File: config.mk
export PLATFORM = sky130hd
export DESIGN_NAME = jpeg_bitstream_writer
export DESIGN_NICKNAME = d
export VERILOG_FILES = /design/src/rtl/jpeg_enc_pkg.sv /design/src/rtl/jpeg_bitstream_writer.sv
export SDC_FILE = /design/constraint.sdc
export NUM_CORES = 1
export LEC_CHECK = 0
export ABC_AREA = 1
export BUFFER_PORTS_ARGS = -buffer_cell sky130_fd_sc_hd__buf_2
export CORE_ASPECT_RATIO = 0.6
export CORE_MARGIN = 10
export CORE_UTILIZATION = 45
export DETAILED_ROUTE_END_ITERATION = 8
export SETUP_SLACK_MARGIN = 0.2
export SLEW_MARGIN = 20
export SYNTH_ARGS = -nofsm -noshare
export SYNTH_HDL_FRONTEND = slang
export SYNTH_SLANG_ARGS = --single-unit
File: constraint.sdc
create_clock -name clk -period 4.35 [get_ports clk]
set_input_delay 0.435 -clock clk [delete_from_list [all_inputs] [get_ports clk]]
set_output_delay 0.435 -clock clk [all_outputs]
set_load 0.01 [all_outputs]
File: src/rtl/jpeg_enc_pkg.sv
// Shared JPEG encoder constants and the bitstream writer state encoding.
package jpeg_enc_pkg;

   localparam logic [7:0] JPEG_MARKER_PREFIX = 8'hFF;
   localparam logic [7:0] JPEG_STUFF_BYTE    = 8'h00;
   localparam int         CODE_LEN_W         = 5;

   typedef enum logic [1:0] {
      ST_ACTIVE,
      ST_PAD,
      ST_DRAIN,
      ST_DONE
   } writer_state_t;

endpackage

File: src/rtl/jpeg_bitstream_writer.sv
// Packs right-aligned variable-length codes MSB-first into bytes, stuffing 0x00
// after every 0xFF, with a flush sequence that pads the last byte with 1s.
module jpeg_bitstream_writer
   import jpeg_enc_pkg::*;
#(
   parameter int MAX_CODE_LEN = 16,
   parameter int ACC_W        = 32
) (
   input  logic                    clk,
   input  logic                    rst,
   input  logic [MAX_CODE_LEN-1:0] code_in,
   input  logic [CODE_LEN_W-1:0]   code_len,
   input  logic                    code_valid,
   output logic                    code_ready,
   input  logic                    flush,
   output logic                    flush_done,
   output logic [7:0]              byte_out,
   output logic                    byte_valid,
   input  logic                    byte_ready
);

   localparam int CNT_W = $clog2(ACC_W + 1);

   writer_state_t        state;
   logic [ACC_W-1:0]     acc;
   logic [CNT_W-1:0]     bit_cnt;
   logic                 stuff;

   logic [CODE_LEN_W-1:0] len_c;
   logic [ACC_W-1:0]      code_ext;
   logic [2:0]            pad_len;
   logic                  accept;
   logic                  out_free;
   logic                  load_data;
   logic [ACC_W-1:0]      acc_nx;
   logic [CNT_W-1:0]      cnt_nx;
   logic [7:0]            data_byte;

   always_comb begin
      len_c      = (code_len > CODE_LEN_W'(MAX_CODE_LEN)) ? CODE_LEN_W'(MAX_CODE_LEN) : code_len;
      code_ext   = ACC_W'(code_in) & ~({ACC_W{1'b1}} << len_c);
      code_ready = !rst && (state == ST_ACTIVE) &&
                   (({1'b0, bit_cnt} + (CNT_W+1)'(MAX_CODE_LEN)) <= (CNT_W+1)'(ACC_W));
      accept     = code_valid && code_ready;
      pad_len    = 3'(~bit_cnt[2:0] + 3'd1);

      // Byte extraction sees this cycle's append so a byte appears one cycle after its last bit.
      acc_nx = acc;
      cnt_nx = bit_cnt;
      if (accept) begin
         acc_nx = (acc << len_c) | code_ext;
         cnt_nx = bit_cnt + CNT_W'(len_c);
      end else if (state == ST_PAD) begin
         acc_nx = (acc << pad_len) | ~({ACC_W{1'b1}} << pad_len);
         cnt_nx = bit_cnt + CNT_W'(pad_len);
      end

      out_free  = !byte_valid || byte_ready;
      data_byte = 8'(acc_nx >> (cnt_nx - CNT_W'(8)));
      load_data = out_free && !stuff && (cnt_nx >= CNT_W'(8));
   end

   always_ff @(posedge clk) begin
      if (rst) begin
         state      <= ST_ACTIVE;
         acc        <= '0;
         bit_cnt    <= '0;
         stuff      <= 1'b0;
         byte_out   <= '0;
         byte_valid <= 1'b0;
         flush_done <= 1'b0;
      end else begin
         acc        <= acc_nx;
         bit_cnt    <= cnt_nx;
         flush_done <= 1'b0;

         if (out_free) begin
            if (stuff) begin
               byte_out   <= JPEG_STUFF_BYTE;
               byte_valid <= 1'b1;
               stuff      <= 1'b0;
            end else if (load_data) begin
               byte_out   <= data_byte;
               byte_valid <= 1'b1;
               bit_cnt    <= cnt_nx - CNT_W'(8);
               stuff      <= (data_byte == JPEG_MARKER_PREFIX);
            end else begin
               byte_valid <= 1'b0;
            end
         end

         case (state)
            ST_ACTIVE: if (flush) state <= ST_PAD;
            ST_PAD:    state <= ST_DRAIN;
            ST_DRAIN: begin
               if (bit_cnt == '0 && !stuff && !byte_valid) begin
                  state      <= ST_DONE;
                  flush_done <= 1'b1;
               end
            end
            ST_DONE: begin
               state   <= ST_ACTIVE;
               acc     <= '0;
               bit_cnt <= '0;
            end
            default: state <= ST_ACTIVE;
         endcase
      end
   end

endmodule

# == After elaboration in Yosys (flattened, before gate mapping) ==
# Index checks and enable logic that the tools add are counted.
# totals
regBits,51
in_bits,26
# op_classes
n_addsub,5
order_cmp,3
eq_ne,6
shift,5
n_mux,18
bitwise_logic,7
n_reduce_logical,18
# ops
operator,count
32-bit 2-to-1 mux,2
32-bit inverter,2
32-bit OR,2
16-bit by 32-bit AND with 32-bit output,1
32-bit by 3-bit left shift with 32-bit output,1
"32-bit by 3-bit left shift with 32-bit output, first input constant",1
32-bit by 5-bit left shift with 32-bit output,1
"32-bit by 5-bit left shift with 32-bit output, first input constant",1
32-bit by 6-bit >> shifter with 8-bit output,1
6-bit 2-to-1 mux,5
8-bit 2-to-1 mux,2
"8-bit == test, second input constant",1
2-bit one-hot mux with 4 select lines,1
"6-bit by 5-bit adder with 7-bit output, second input constant",1
"7-bit by 6-bit less-or-equal comparator with 1-bit output, second input constant",1
1-bit logical AND,7
6-bit by 3-bit adder with 6-bit output,1
6-bit by 5-bit adder with 6-bit output,1
"6-bit by 4-bit greater-or-equal comparator with 1-bit output, second input constant",1
6-bit zero test,1
"6-bit by 4-bit subtractor with 6-bit output, second input constant",1
"5-bit greater-than comparator, second input constant",1
1-bit 2-to-1 mux,5
5-bit 2-to-1 mux,1
13 further kinds,20

# == Longest topological paths before layout ==
# Gate-level depths: netlist of the first run.
# depth
ltp_word,11
depth_mapped,28
depth_no_buf,26

# == Worst setup path before layout of the first run ==
# Ideal clock, no wire load.
# synth_path
kind,input to register
from,input port code_len[2]
to,register stuff
setup_time_ns,0.067
arrival_ns,3.825
required_ns,4.283
setup_slack_ns,0.458
stages,28
path_cell_list,buf_4 -> nor2_1 -> nand2_4 -> nand2_8 -> nand2_2 -> inv_1 -> buf_4 -> buf_6 -> ha_1 -> nand2_1 -> nand2_1 -> a31oi_1 -> xor2_1 -> o21ai_0 -> inv_1 -> buf_2 -> ha_1 -> clkbuf_1 -> inv_1 -> a21oi_1 -> nand2_1 -> nand2_1 -> nor2_1 -> nor2_1 -> nand2_1 -> nor2_1 -> nand2_1 -> a21oi_2
# synth_between
elab_chain_len,11
# synth_lines
item,line_no,text
"start, declared",jpeg_bitstream_writer.sv:12,"input logic [CODE_LEN_W-1:0] code_len,"
5-bit greater-than comparator,jpeg_bitstream_writer.sv:40,len_c = (code_len > CODE_LEN_W'(MAX_CODE_LEN)) ? CODE_LEN_W'(MAX_CODE_LEN) : code_len;
5-bit 2-to-1 mux *,jpeg_bitstream_writer.sv:40,
"parallel branches: the longest is 7 deep, another holds 6-bit by 5-bit adder with 6-bit output",n/a,
1-bit 2-to-1 mux *,jpeg_bitstream_writer.sv:82,end else if (load_data) begin
1-bit 2-to-1 mux *,jpeg_bitstream_writer.sv:78,if (stuff) begin
"end signal, assigned",jpeg_bitstream_writer.sv:86,stuff <= (data_byte == JPEG_MARKER_PREFIX);
"end, declared",jpeg_bitstream_writer.sv:27,logic stuff;
# Every way passes the cells marked *.
# A chain may end at the register's enable or synchronous reset.

# == Final worst setup path of the first run ==
# layout_path
from,register bit_cnt[1]
to,register stuff
# layout_between
elab_chain_len,11
# layout_lines
item,line_no,text
"start, declared",jpeg_bitstream_writer.sv:26,logic [CNT_W-1:0] bit_cnt;
"start signal, assigned",jpeg_bitstream_writer.sv:74,bit_cnt <= cnt_nx;
"start signal, assigned",jpeg_bitstream_writer.sv:85,bit_cnt <= cnt_nx - CNT_W'(8);
"parallel branches: the longest is 9 deep, another holds 6-bit by 5-bit adder with 7-bit output",n/a,
1-bit 2-to-1 mux *,jpeg_bitstream_writer.sv:82,
1-bit 2-to-1 mux *,jpeg_bitstream_writer.sv:78,
# Marks and branches as above.

==> results of run 1 <==
## stage by stage
step	power [mW]	instance area, sq um	util
detailed placement	5.754	7380	0.4787
global route	7.119	7569	0.4910
floorplan	4.455	7128	-
CTS	6.244	7542	0.4893
global placement	5.754	7380	0.4787
finish	6.410	7571	0.4912
## state kept, by name (all words and copies together), names as in the netlist
name and count:
acc 32, byte_out 8, bit_cnt 6, state 2
byte_valid 1, flush_done 1, stuff 1
## where the power goes
group          switching, mW  internal (mW)
registers              0.226          0.646
clock network          0.201          0.269
logic                   3.43           1.63
total                   3.86           2.55
## cell usage in the layout, fill, tap and decap left out, drive strengths merged, types with 3 or more instances in the layout
cell type and instances:
dfxtp 51, o21ai 93, buf 73, ha 17, inv 84, a31oi 4
o2111ai 6, xor2 5, nand3b 8, or2 3, clkbuf 5, mux2i 3
a21oi 63, a22oi 14, nand2 388, o211ai 11, nor2 75, nand3 374
## cell families (layout without fill, tap and decap cells)
logic type,count (synthesis),after routing,synth area share
compound gates,200,200,0.1592
xor+xnor,6,6,0.007372
fa+ha+maj,18,18,0.03265
buf+inv,174,167,0.1081
flops,51,51,0.1432
mux,3,3,0.004213
other cells,0,1,0
simple gates,851,851,0.5452
## worst max-delay path, stage by stage, from the launching register on
cell                         delay [ns]
sky130_fd_sc_hd__dfxtp_1           0.50
sky130_fd_sc_hd__inv_1             0.11
sky130_fd_sc_hd__ha_1              0.27
sky130_fd_sc_hd__inv_1             0.11
sky130_fd_sc_hd__ha_1              0.32
sky130_fd_sc_hd__nand2_1           0.21
sky130_fd_sc_hd__clkinvlp_4        0.33
sky130_fd_sc_hd__buf_4             0.27
sky130_fd_sc_hd__a22oi_1           0.22
sky130_fd_sc_hd__nand3_1           0.19
sky130_fd_sc_hd__nand3_1           0.17
sky130_fd_sc_hd__nand3_1           0.16
sky130_fd_sc_hd__nand2_1           0.11
sky130_fd_sc_hd__nand2_1           0.05
sky130_fd_sc_hd__nand3_1           0.07
sky130_fd_sc_hd__nand2_1           0.05
sky130_fd_sc_hd__nand2_1           0.05
sky130_fd_sc_hd__nand2_1           0.05
sky130_fd_sc_hd__nor2_1            0.16
sky130_fd_sc_hd__nand2_1           0.07
sky130_fd_sc_hd__nor2_1            0.13
sky130_fd_sc_hd__nand2_1           0.08
sky130_fd_sc_hd__a21oi_2           0.10
## per-layer routing
layer	routed length, um	share of wire	global-route usage	up-vias
met5	0	0	0	-
met4	370	0.013	0.03696	0
met3	3790	0.14	0.07277	46
met2	10080	0.36	0.3200	532
met1	13450	0.49	0.3933	3951
li1	-	-	-	4398
## final cells by class
type                            instances  area, sq um  share of cell area
Antenna cell                            1        2.502           0.0003305
Clock buffer                            5        125.1             0.01653
Clock inverter                          2        37.54            0.004958
Inverter                               87        332.8             0.04396
Multi-Input combinational cell       1078         5339              0.7052
Sequential cell                        51         1022              0.1350
Tap cell                              203        254.0             0.03355
Timing Repair Buffer                   73        457.9             0.06049
## worst min path at each step
stage	end	slack, ns	depth (start not counted)
finish	byte_out[4]	0.46	2
global route	byte_out[5]	0.50	2
global placement	byte_out[4]	0.45	2
detailed placement	byte_out[6]	0.45	2
CTS	byte_out[6]	0.46	2
floorplan	stuff	0.48	2
## repair_timing
action	4_1_cts	5_1_grt
setup buffers	0	3
resized for setup	0	1
hold buffers	0	0
endpoints found under the setup margin	0	1
==> summary by stage, run 1 <==
Run status
The run finished with clean final reports.

Setup path
The capturing instance or port of the critical path is stuff. The reg-to-reg critical path endpoint is stuff. STA puts the critical path data arrival time at 4.08 ns.

The startpoint of the most critical setup path is bit_cnt[1]. Data on the critical path is required at its endpoint by between 4 and 5 ns. The source of the worst register-to-register timing path is bit_cnt[1]. The worst setup path category is reg -> reg. The kind of end point of the critical path is a register. The reg2reg setup slack is 0.51 ns. The critical path startpoint category is a register. The worst register-to-register path has a depth of 22. The top fanout value on the critical path is 13.

Power
The power density over the cells is 846.6 nW/um^2. The static leakage power is approximately 3.5 nW. IR analysis of the VDD net gives a maximum drop of about 0.00038 V.

Synthesis
Of all flip-flops after synthesis, the portion carrying an async set or reset was 0. The register bit count reported by yosys is just over 50. The fraction of post-synthesis cell area in the top cell type by area is 0.2521. The per-instance average area after synthesis is roughly 5.5 sq um.

Counting flops with a built-in enable in the synthesized netlist gives 0. The most used flip-flop cell after synthesis is sky130_fd_sc_hd__dfxtp_1. The share of the Yosys chip area taken by registers is 0.1432. The Yosys step of the flow raised 0 warnings. The cell area after technology mapping is 7128 sq um. Sorting the synthesized cells by area gives the leading types as sky130_fd_sc_hd__nand3_1 25%, sky130_fd_sc_hd__nand2_1 20%, sky130_fd_sc_hd__dfxtp_1 14%, sky130_fd_sc_hd__o21ai_0 6.1%, sky130_fd_sc_hd__a21oi_1 4.4%. The synthesized instance count is about 1300. Summed over all instances, the cell type with the most area after synthesis is sky130_fd_sc_hd__nand3_1. The number of nets in the synthesized netlist is 1347. The most frequent cell after synthesis is sky130_fd_sc_hd__nand2_1. In this run, distinct cell masters in the synthesized netlist total 46. Counting instances in the post-synthesis netlist gives the leading cell types as 376 x sky130_fd_sc_hd__nand2_1, 359 x sky130_fd_sc_hd__nand3_1, 87 x sky130_fd_sc_hd__o21ai_0.

Place
The quantity of I/O buffers inserted on ports is 36. The wire-length estimate of the detail-placed layout is 21.83 mm. Including well taps, the total number of placed cells is 1489. Timing analysis after detailed placement gives a worst setup slack of 0.6244 ns. The final weighted congestion in routability-driven placement is 1.015.

Timing
The smallest clock period supported by the final layout is computed as roughly 3.8 ns. Clock skew on the completed layout was measured at approximately 0.0093 ns. The highest clock frequency the design can meet is approximately 260 MHz.

At the pin with the least slew margin, the transition time is 0.7528 ns. The total count of hold-check failures in the final report is 0. In the finished design, the share of the clock period the worst path needs comes to 0.8837. Setup repair after global routing left no endpoint under its margin. The max-slew headroom at the worst pin is 0.4963. The number of pins exceeding their max-slew limit in the final report is 0. Setup slack on the critical path of the routed design comes to 0.5060 ns.

Setup total negative slack on the finished layout was measured at 0 ns. Setup violations remaining at the end of the flow were counted as 0. The tightest hold path in the finished design has a slack of between 0.4 and 0.5 ns.

Layout
Compared with the post-synthesis result, the final layout area differs by 6.214%. The count of non-filler cells in the finished layout is 1500. The count of filler cells inserted in the layout is 1727.

The layout cell share with drive strength beyond 1 is 0.09645. The number of nets in the layout is 1340.

Clock tree
The clock net in this run drives a total of 51 sinks. In this run the deepest clock path goes through 2 buffers. The clock tree from TritonCTS is yes. The number of buffers inserted during clock tree synthesis is 5.

The later pin in the worst-skew pair is clocked with a latency of about 0.30 ns. The root buffer cell is sky130_fd_sc_hd__clkbuf_16. The H-tree level count is 2. After clock tree synthesis, the clock-pin slew on the worst setup and hold paths is 0.07 ns.

GRT
The global router's overall resource usage is 0.2503. The total overflow left after global routing is 0. Entering global routing, the biggest net connects 64 pins. The first-pass GRT wire length is 45.10 mm. The number of antenna violations at the first check in global routing is 2. The number of global-route vias before repair is 7994.

Routing
The aggregate routed wire length is ~28 mm. The via-per-instance ratio is roughly 6.0. The final route contains 8927 vias. In the final routed layout, each cell accounts on average for approximately 18 um. For this run, the detailed router's first-pass iteration total came to 6.

For this run, design rule violations remaining after detail routing come to 0. In this run, the number of DRC markers left after iteration 0 of detailed routing was 1344. In this run the remaining antenna-violating nets after routing total 0.

Floorplan
The x dimension of the die is between 150 and 200 um. The starting density of the core is 0.4624. The region available for standard cell placement spans 15410 sq um. Pin placement for this block handled 37 I/O pins. The total number of placement rows is 35. The area of the die is 21440 sq um. The die boundary height is 117.5 um.

Min path
The start point of the worst min-delay path is byte_out[4]. The path category of the worst min-delay check is reg -> reg.

Flow run
The reported max-cap violation count is 0.
(Power assumes the default switching activity.)
==> run 2: changes to the inputs <==
==> constraint.sdc (replaced) <==
create_clock -name clk -period 3.1 [get_ports clk]
set_input_delay 0.31 -clock clk [delete_from_list [all_inputs] [get_ports clk]]
set_output_delay 0.31 -clock clk [all_outputs]
set_load 0.01 [all_outputs]
==> summary by stage, run 2 (synthesis results as in run 1) <==
Setup path
STA classifies the critical path startpoint as a register. The buffers plus inverters on the worst setup path is 4 (unchanged). The worst path arrival time is 3.28 ns (-0.80 ns). The critical path depth is 22 (unchanged). The gate family responsible for the most delay along the worst path is simple AND/OR/NAND/NOR gates.

The logic depth of the worst register-to-register path is 22 (unchanged). The master of the slowest instance on the critical path is sky130_fd_sc_hd__dfxtp_4. The startpoint of the most critical setup path is bit_cnt[0].

The kind of end point of the critical path is a register. The reg2reg setup slack is 0.06 ns (-0.44 ns). The cell occurring most often along the worst timing path is sky130_fd_sc_hd__nand2_1. The worst register-to-register path ends at stuff. The required arrival time at the worst endpoint came to 3.34 ns (-1.24 ns).

The maximum cell stage delay along the critical path is 0.38 ns (-0.12 ns). The top fanout value on the critical path is 5 (-8). The worst setup path category is reg -> reg.

Walking the worst path, the cells encountered are inv_4 -> ha_4 -> inv_4 -> ha_4 -> xor2_2 -> inv_2 -> nand2_2 -> nand2_2 -> nand3_2 -> o21ai_1 -> a21oi_1 -> a31o_2 -> ha_4 -> buf_4 -> a31oi_1 -> nand2_1 -> nand2_1 -> nor2_2 -> nand2_1 -> nor2_1 -> nand2_1 -> a21oi_2. The most critical setup path has its endpoint at stuff. In this run the critical register-to-register path is launched from bit_cnt[0].

GRT
The leftover overflow at the end of global routing is 0 (unchanged). The global router's overall resource usage was 0.2683 (+0.01802). The maximum number of pins on one net before global-route repair is 48 (-25%). The number of antenna violations at the first check in global routing came to 0 (-2). The first-pass GRT wire length came to 47.59 mm (+5.5%). The number of global-route vias before repair is 8465 (+5.9%).

Layout
The final core utilization was 0.5938 (+0.1026). In the final layout, the registers with the most flip-flops are acc: 32 flops, byte_out: 8 flops, bit_cnt: 6 flops. The library cells used most frequently in the layout, excluding fill and tap cells, are 361 x sky130_fd_sc_hd__nand2_1, 330 x sky130_fd_sc_hd__nand3_1, 127 x sky130_fd_sc_hd__buf_4. The layout cell share with drive strength beyond 1 is 0.2418 (+0.1454). The most common library cell in the layout ignoring fill and taps is sky130_fd_sc_hd__nand2_1. The count of non-filler cells in the finished layout was 1613 (+7.5%).

The register with the most flip-flops in the final layout is acc. Compared with the post-synthesis result, the final layout area differs by 28.40%. The number of flip-flops under the largest register name is 32 (unchanged). The number of antenna cells inserted is 0 (-1). The number of nets in the layout is 1453 (+8.4%).

Floorplan
The x dimension of the die is 182.5 um (unchanged). The area of the die is 21440 sq um (unchanged). The I/O pin count is 37 (unchanged). The placeable core region is 15410 sq um (unchanged). The total number of placement rows is 35 (unchanged). The starting density of the core is 0.4624 (unchanged).

The die boundary height is 117.5 um (unchanged).

Timing
The worst clock skew is 0.01528 ns (+0.005954 ns). The post-layout minimum cycle time is 3.036 ns (-0.8075 ns). The max-slew headroom at the worst pin is 0.6307 (+0.1345). The pin slew with the least headroom to its limit was 0.5488 ns (-0.2040 ns). The final sum of negative setup slack is 0 ns (unchanged). The least setup slack across all paths after layout is 0.06358 ns (-0.4425 ns). The number of pins exceeding their max-slew limit in the final report is 0 (unchanged). Setup repair after global routing could not meet its margin everywhere. The final setup violation count is 0 (unchanged). The share of the clock period used by the worst path after layout is 0.9795 (+0.09582). The highest clock frequency the design can meet was 329.3 MHz (+27%). The total count of hold-check failures in the final report is 0 (unchanged).

Power
The sequential share of power is 0.108 (-0.028). The switching component of the power is 6.235 mW (+62%). The worst vdd rail ir drop is 0.0007900 V (+110%). The power density over the cells is 1218 nW/um^2 (+44%).

The static leakage power is 4.176 nW (+20%). The portion of total power attributed to combinational logic is 0.836 (+0.046). The internal power of the cells came to 4.914 mW (+93%). The switching share of power is 0.5592 (-0.04291).

The overall power after layout is 11.15 mW (+74%). The relative contribution of the clock network to total power is 0.055 (-0.018).

Min path
The worst hold path belongs to the class in -> reg. The hold path depth came to 4 (+2).

Clock tree
The H-tree level count is 2 (unchanged). The clock tree from TritonCTS is yes. The clock latency on the worst-skew pair was 0.31 ns (about the same). The number of buffers inserted during clock tree synthesis is 5 (unchanged). The maximum buffer depth of the clock tree is 2 (unchanged).

The clock transition at the registers of the reported paths was 0.07 ns (about the same). The total clock sinks is 51 (unchanged). The tree is rooted in a sky130_fd_sc_hd__clkbuf_16.

Routing
The via-per-instance ratio is 5.877 (-1.2%). The total met3 wirelength after detailed routing came to 3.898 mm (+2.8%). The count of antenna-violating nets left after detailed routing is 0 (unchanged). The first-iteration detailed-routing DRC count is 1328 (-1.2%). The DRC violation count after routing is 0 (unchanged). The met2 wire length is 11.47 mm (+14%). The number of iterations in the first detailed-routing pass is 6 (unchanged). The number of vias in the routed layout was 9480 (+6.2%). The top layer reached by signal wires is met4.

The routed length per instance is 19.02 um (+3.0%). The aggregate routed wire length is 30.67 mm (+11%). The wire length on met1 is 14.83 mm (+10%).

Place
The post-place setup slack is -0.1572 ns (-0.7816 ns). The placed wire-length estimate came to 23.34 mm (+6.9%). The quantity of I/O buffers inserted on ports came to 36 (unchanged). The final weighted congestion in routability-driven placement is 1.002 (-1.3%). The placed instance count is 1575 (+5.8%).

Run status
The run finished with clean final reports.

Flow run
The reported max-cap violation count is 0 (unchanged).
## run 2: what timing repair did
item,4_1_cts,5_1_grt
setup buffers,15,11
endpoints found under the setup margin,9,13
hold buffers,0,0
gates cloned,1,3
resized for setup,61,66
pin swaps,27,24
## run 2: layout make-up
| cell class | count | area, sq um |
|---|---|---|
| sequential | 51 | 1026 |
| inverter | 87 | 352.8 |
| clock buffer | 6 | 138.9 |
| tap | 203 | 254.0 |
| clock inverter | 2 | 16.27 |
| multi-input combinational | 1078 | 5792 |
| fill | 1595 | 6262 |
| timing repair buffer | 186 | 1573 |
## run 2: worst min path at each step
| stage | start | end | slack [ns] |
|---|---|---|---|
| after floorplan | stuff | stuff | 0.48 |
| after global placement | byte_out[4] | byte_out[4] | 0.45 |
| after detailed placement | byte_out[4] | byte_out[4] | 0.45 |
| after CTS | byte_ready | stuff | 0.34 |
| after global routing | byte_ready | stuff | 0.35 |
| final | byte_ready | stuff | 0.35 |
## run 2: routing by layer
layer  global-route usage  vias to the layer above
met5                    0                        -
met4              0.05367                        0
met3              0.07492                       40
met2               0.3501                      563
met1               0.4129                     4244
li1                     -                     4633
## run 2: tightest hold or removal path: stages
cell and delay (ns):
sky130_fd_sc_hd__buf_2 0.07, sky130_fd_sc_hd__nor2_1 0.05, sky130_fd_sc_hd__nand2_1 0.10, sky130_fd_sc_hd__a21oi_2 0.06
## run 2: power by group through the flow
stage,Combinational [mW],Clock [mW],Sequential [mW]
floorplan,5.25,0,1.12
global placement,7.96,0,1.20
detailed placement,7.99,0,1.20
CTS,8.56,0.612,1.19
global route,10.2,0.645,1.24
finish,9.32,0.614,1.21
## run 2: per-stage QoR
step / hold WS, ns / area (sq um)
after CTS: 0.3373 / 8746
final: 0.3475 / 9153
after floorplan: 0.4820 / 7229
after global routing: 0.3520 / 9153
after detailed placement: 0.4517 / 8224
after global placement: 0.4486 / 8224
==> run 3: changes to the inputs <==
--- a/config.mk
+++ b/config.mk
@@ -9,8 +9,9 @@
 export BUFFER_PORTS_ARGS = -buffer_cell sky130_fd_sc_hd__buf_2
 export CORE_ASPECT_RATIO = 0.6
 export CORE_MARGIN = 10
-export CORE_UTILIZATION = 45
+export CORE_UTILIZATION = 48
 export DETAILED_ROUTE_END_ITERATION = 8
+export PLACE_DENSITY = 0.67
 export SETUP_SLACK_MARGIN = 0.2
 export SLEW_MARGIN = 20
 export SYNTH_ARGS = -nofsm -noshare
==> summary by stage, run 3 (synthesis results as in run 1) <==
Run status
The flow ran to the end, and the final reports show no timing, DRC or antenna violations.

Setup path
The gate family responsible for the most delay along the worst path is simple AND/OR/NAND/NOR gates. The logic depth of the worst register-to-register path is 21 (-4.5%). The maximum cell stage delay along the critical path was 0.36 ns (-0.02 ns). The cell occurring most often along the worst timing path is sky130_fd_sc_hd__nand3_1. The critical path is of the reg -> reg type. STA classifies the critical path startpoint as a register. The top fanout value on the critical path is 9 (+4). The largest individual stage delay along the critical path comes from the cell sky130_fd_sc_hd__dfxtp_2. The signal on the critical path passes through inv_2 -> ha_4 -> inv_4 -> ha_4 -> nand2_1 -> inv_2 -> buf_4 -> buf_4 -> a22oi_1 -> nand3_1 -> nand3_1 -> nand3_1 -> nand3_1 -> nand3_1 -> nand2_2 -> nor2_4 -> nor2_2 -> nand2_1 -> nor2_1 -> nand2_1 -> a21oi_2. The buffers plus inverters on the worst setup path is 5 (+1). The critical path depth is 21 (-4.5%). The worst path arrival time came to 3.32 ns (+0.04 ns).

In this run the critical register-to-register path is captured at stuff. The kind of end point of the critical path is a register. The reg2reg setup slack is 0.01 ns (-0.05 ns). The source of the worst register-to-register timing path is bit_cnt[0]. The required arrival time at the worst endpoint was 3.34 ns (about the same).

Layout
The final core utilization was 0.6225 (+0.02873). The count of non-filler cells in the finished layout came to 1610 (-0.19%). The register with the highest flop count is acc. The number of nets in the layout was 1455 (+0.14%). In the final layout, the registers with the most flip-flops are acc: 32 flops, byte_out: 8 flops, bit_cnt: 6 flops. The number of antenna cells inserted was 0 (unchanged). The most common library cell in the layout ignoring fill and taps is sky130_fd_sc_hd__nand2_1. The total area of sequential cells came to 1026 sq um (unchanged). The layout-stage area growth over the synthesis result is 26.68%. The area of combinational cells with multiple inputs came to 5650 sq um (-2.4%). The layout cell share with drive strength beyond 1 is 0.2217 (-0.02017). The top cell types in the final layout, fill and taps aside, are 370 x sky130_fd_sc_hd__nand2_1, 347 x sky130_fd_sc_hd__nand3_1, 119 x sky130_fd_sc_hd__buf_4. The count of filler cells inserted in the layout came to 1431 (-10%).

The number of flip-flops under the largest register name was 32 (unchanged).

Clock tree
The H-tree level count is 2 (unchanged). The number of buffers inserted during clock tree synthesis is 5 (unchanged). The clock tree from TritonCTS is yes. The clock latency on the worst-skew pair was 0.31 ns (about the same). The clock transition at the registers of the reported paths is 0.09 ns (+0.02 ns). The maximum buffer depth of the clock tree is 2 (unchanged). The root buffer cell is sky130_fd_sc_hd__clkbuf_16. The total clock sinks is 51 (unchanged).

Timing
The highest clock frequency the design can meet is 324.1 MHz (-1.6%). The pin slew with the least headroom to its limit is 0.5285 ns (-0.02039 ns). The total count of hold-check failures in the final report came to 0 (unchanged).

Setup repair after global routing could not meet its margin everywhere. The post-layout minimum cycle time came to 3.085 ns (+0.04895 ns). The worst clock skew was 0.01761 ns (+0.002330 ns). The max-slew headroom at the worst pin is 0.6476 (+0.01692). The least setup slack across all paths after layout came to 0.01464 ns (-0.04895 ns). The final setup violation count was 0 (unchanged). The share of the clock period used by the worst path after layout is 0.9953 (+0.01579). The number of pins exceeding their max-slew limit in the final report is 0 (unchanged).

Min path
The hold-critical path endpoint is stuff. The start point of the worst min-delay path is byte_ready. The path category of the worst min-delay check is in -> reg.

The hold path depth came to 4 (unchanged).

Power
The static leakage power is 4.185 nW (+0.21%). The worst vdd rail ir drop was 0.0006469 V (-18%). The power density over the cells is 1235 nW/um^2 (+1.4%).

Place
The placed instance count came to 1571 (-0.25%). The post-place setup slack came to -0.1078 ns (+0.04940 ns). The final weighted congestion in routability-driven placement came to 0.9807 (-2.2%). The placed wire-length estimate is 22.36 mm (-4.2%). The quantity of I/O buffers inserted on ports was 36 (unchanged).

Floorplan
The x dimension of the die is 177.3 um (-2.8%). The starting density of the core is 0.4914 (+0.02896). The I/O pin count is 37 (unchanged). The placeable core region is 14510 sq um (-5.9%). The die boundary height was 114.4 um (-2.6%). The area of the die is 20280 sq um (-5.4%).

The total number of placement rows is 34 (-2.9%).

GRT
The first-pass GRT wire length is 45.84 mm (-3.7%). The number of global-route vias before repair came to 8255 (-2.5%). The global router's overall resource usage is 0.2791 (+0.01071).

The maximum number of pins on one net before global-route repair is 45 (-6.3%). The leftover overflow at the end of global routing is 0 (unchanged). The number of antenna violations at the first check in global routing was 0 (unchanged).

Routing
The first-iteration detailed-routing DRC count is 1700 (+28%). The via-per-instance ratio is 6.002 (+2.1%). The routed length per instance is 18.60 um (-2.2%). The aggregate routed wire length is 29.95 mm (-2.4%). The count of antenna-violating nets left after detailed routing is 0 (unchanged). The number of iterations in the first detailed-routing pass is 7 (+1).

The number of vias in the routed layout is 9664 (+1.9%). The DRC violation count after routing was 0 (unchanged).

Flow run
The reported max-cap violation count is 0 (unchanged).
run 3: layout make-up:
cell class,instances,share of cell area
Multi-Input combinational cell,1078,0.6257
Clock buffer,5,0.01386
Tap cell,198,0.02744
Sequential cell,51,0.1136
Timing Repair Buffer,188,0.1787
Inverter,87,0.03810
Clock inverter,3,0.002494
run 3: layer usage:
layer	global-route usage	vias up	routed length (um)
met5	0	-	0
li1	-	4632	-
met3	0.1130	58	4728
met4	0.05697	0	610
met1	0.4194	4341	13670
met2	0.3529	633	10940
run 3: repair_timing:
item | in CTS | in global routing
endpoints found under the setup margin | 10 | 13
endpoints found under the hold margin | 0 | 0
setup buffers | 13 | 13
pin swaps | 16 | 14
resized for setup | 40 | 63
hold buffers | 0 | 0
gates cloned | 2 | 3
run 3: tightest hold or removal path, stage by stage:
cell and delay (ns):
sky130_fd_sc_hd__buf_2 0.08, sky130_fd_sc_hd__nor2_1 0.06, sky130_fd_sc_hd__nand2_1 0.11, sky130_fd_sc_hd__a21oi_2 0.06
run 3: where the power goes:
group / internal (mW) / total, mW / switching [mW]
clock: 0.306 / 0.603 / 0.297
sequential: 0.910 / 1.20 / 0.290
combinational: 3.76 / 9.35 / 5.58
total: 4.98 / 11.2 / 6.17
run 3: worst max-delay path by stage:
stage,from,to,slack (ns)
after global placement,code_len[1],stuff,-0.07
after detailed placement,code_len[1],stuff,-0.11
after floorplan,code_len[0],stuff,-0.15
after global routing,bit_cnt[0],stuff,-0.11
after CTS,bit_cnt[0],stuff,0.12
final,bit_cnt[0],stuff,0.01
run 3: through the flow:
stage | hold WS (ns) | power, mW | TNS [ns] | area [sq um]
detailed placement | 0.4526 | 9.166 | -0.1863 | 8238
global route | 0.3774 | 12.03 | -0.1839 | 9030
CTS | 0.3530 | 10.17 | 0 | 8666
floorplan | 0.4820 | 6.365 | -0.1824 | 7229
finish | 0.3645 | 11.15 | 0 | 9030
global placement | 0.4514 | 9.125 | -0.1362 | 8238
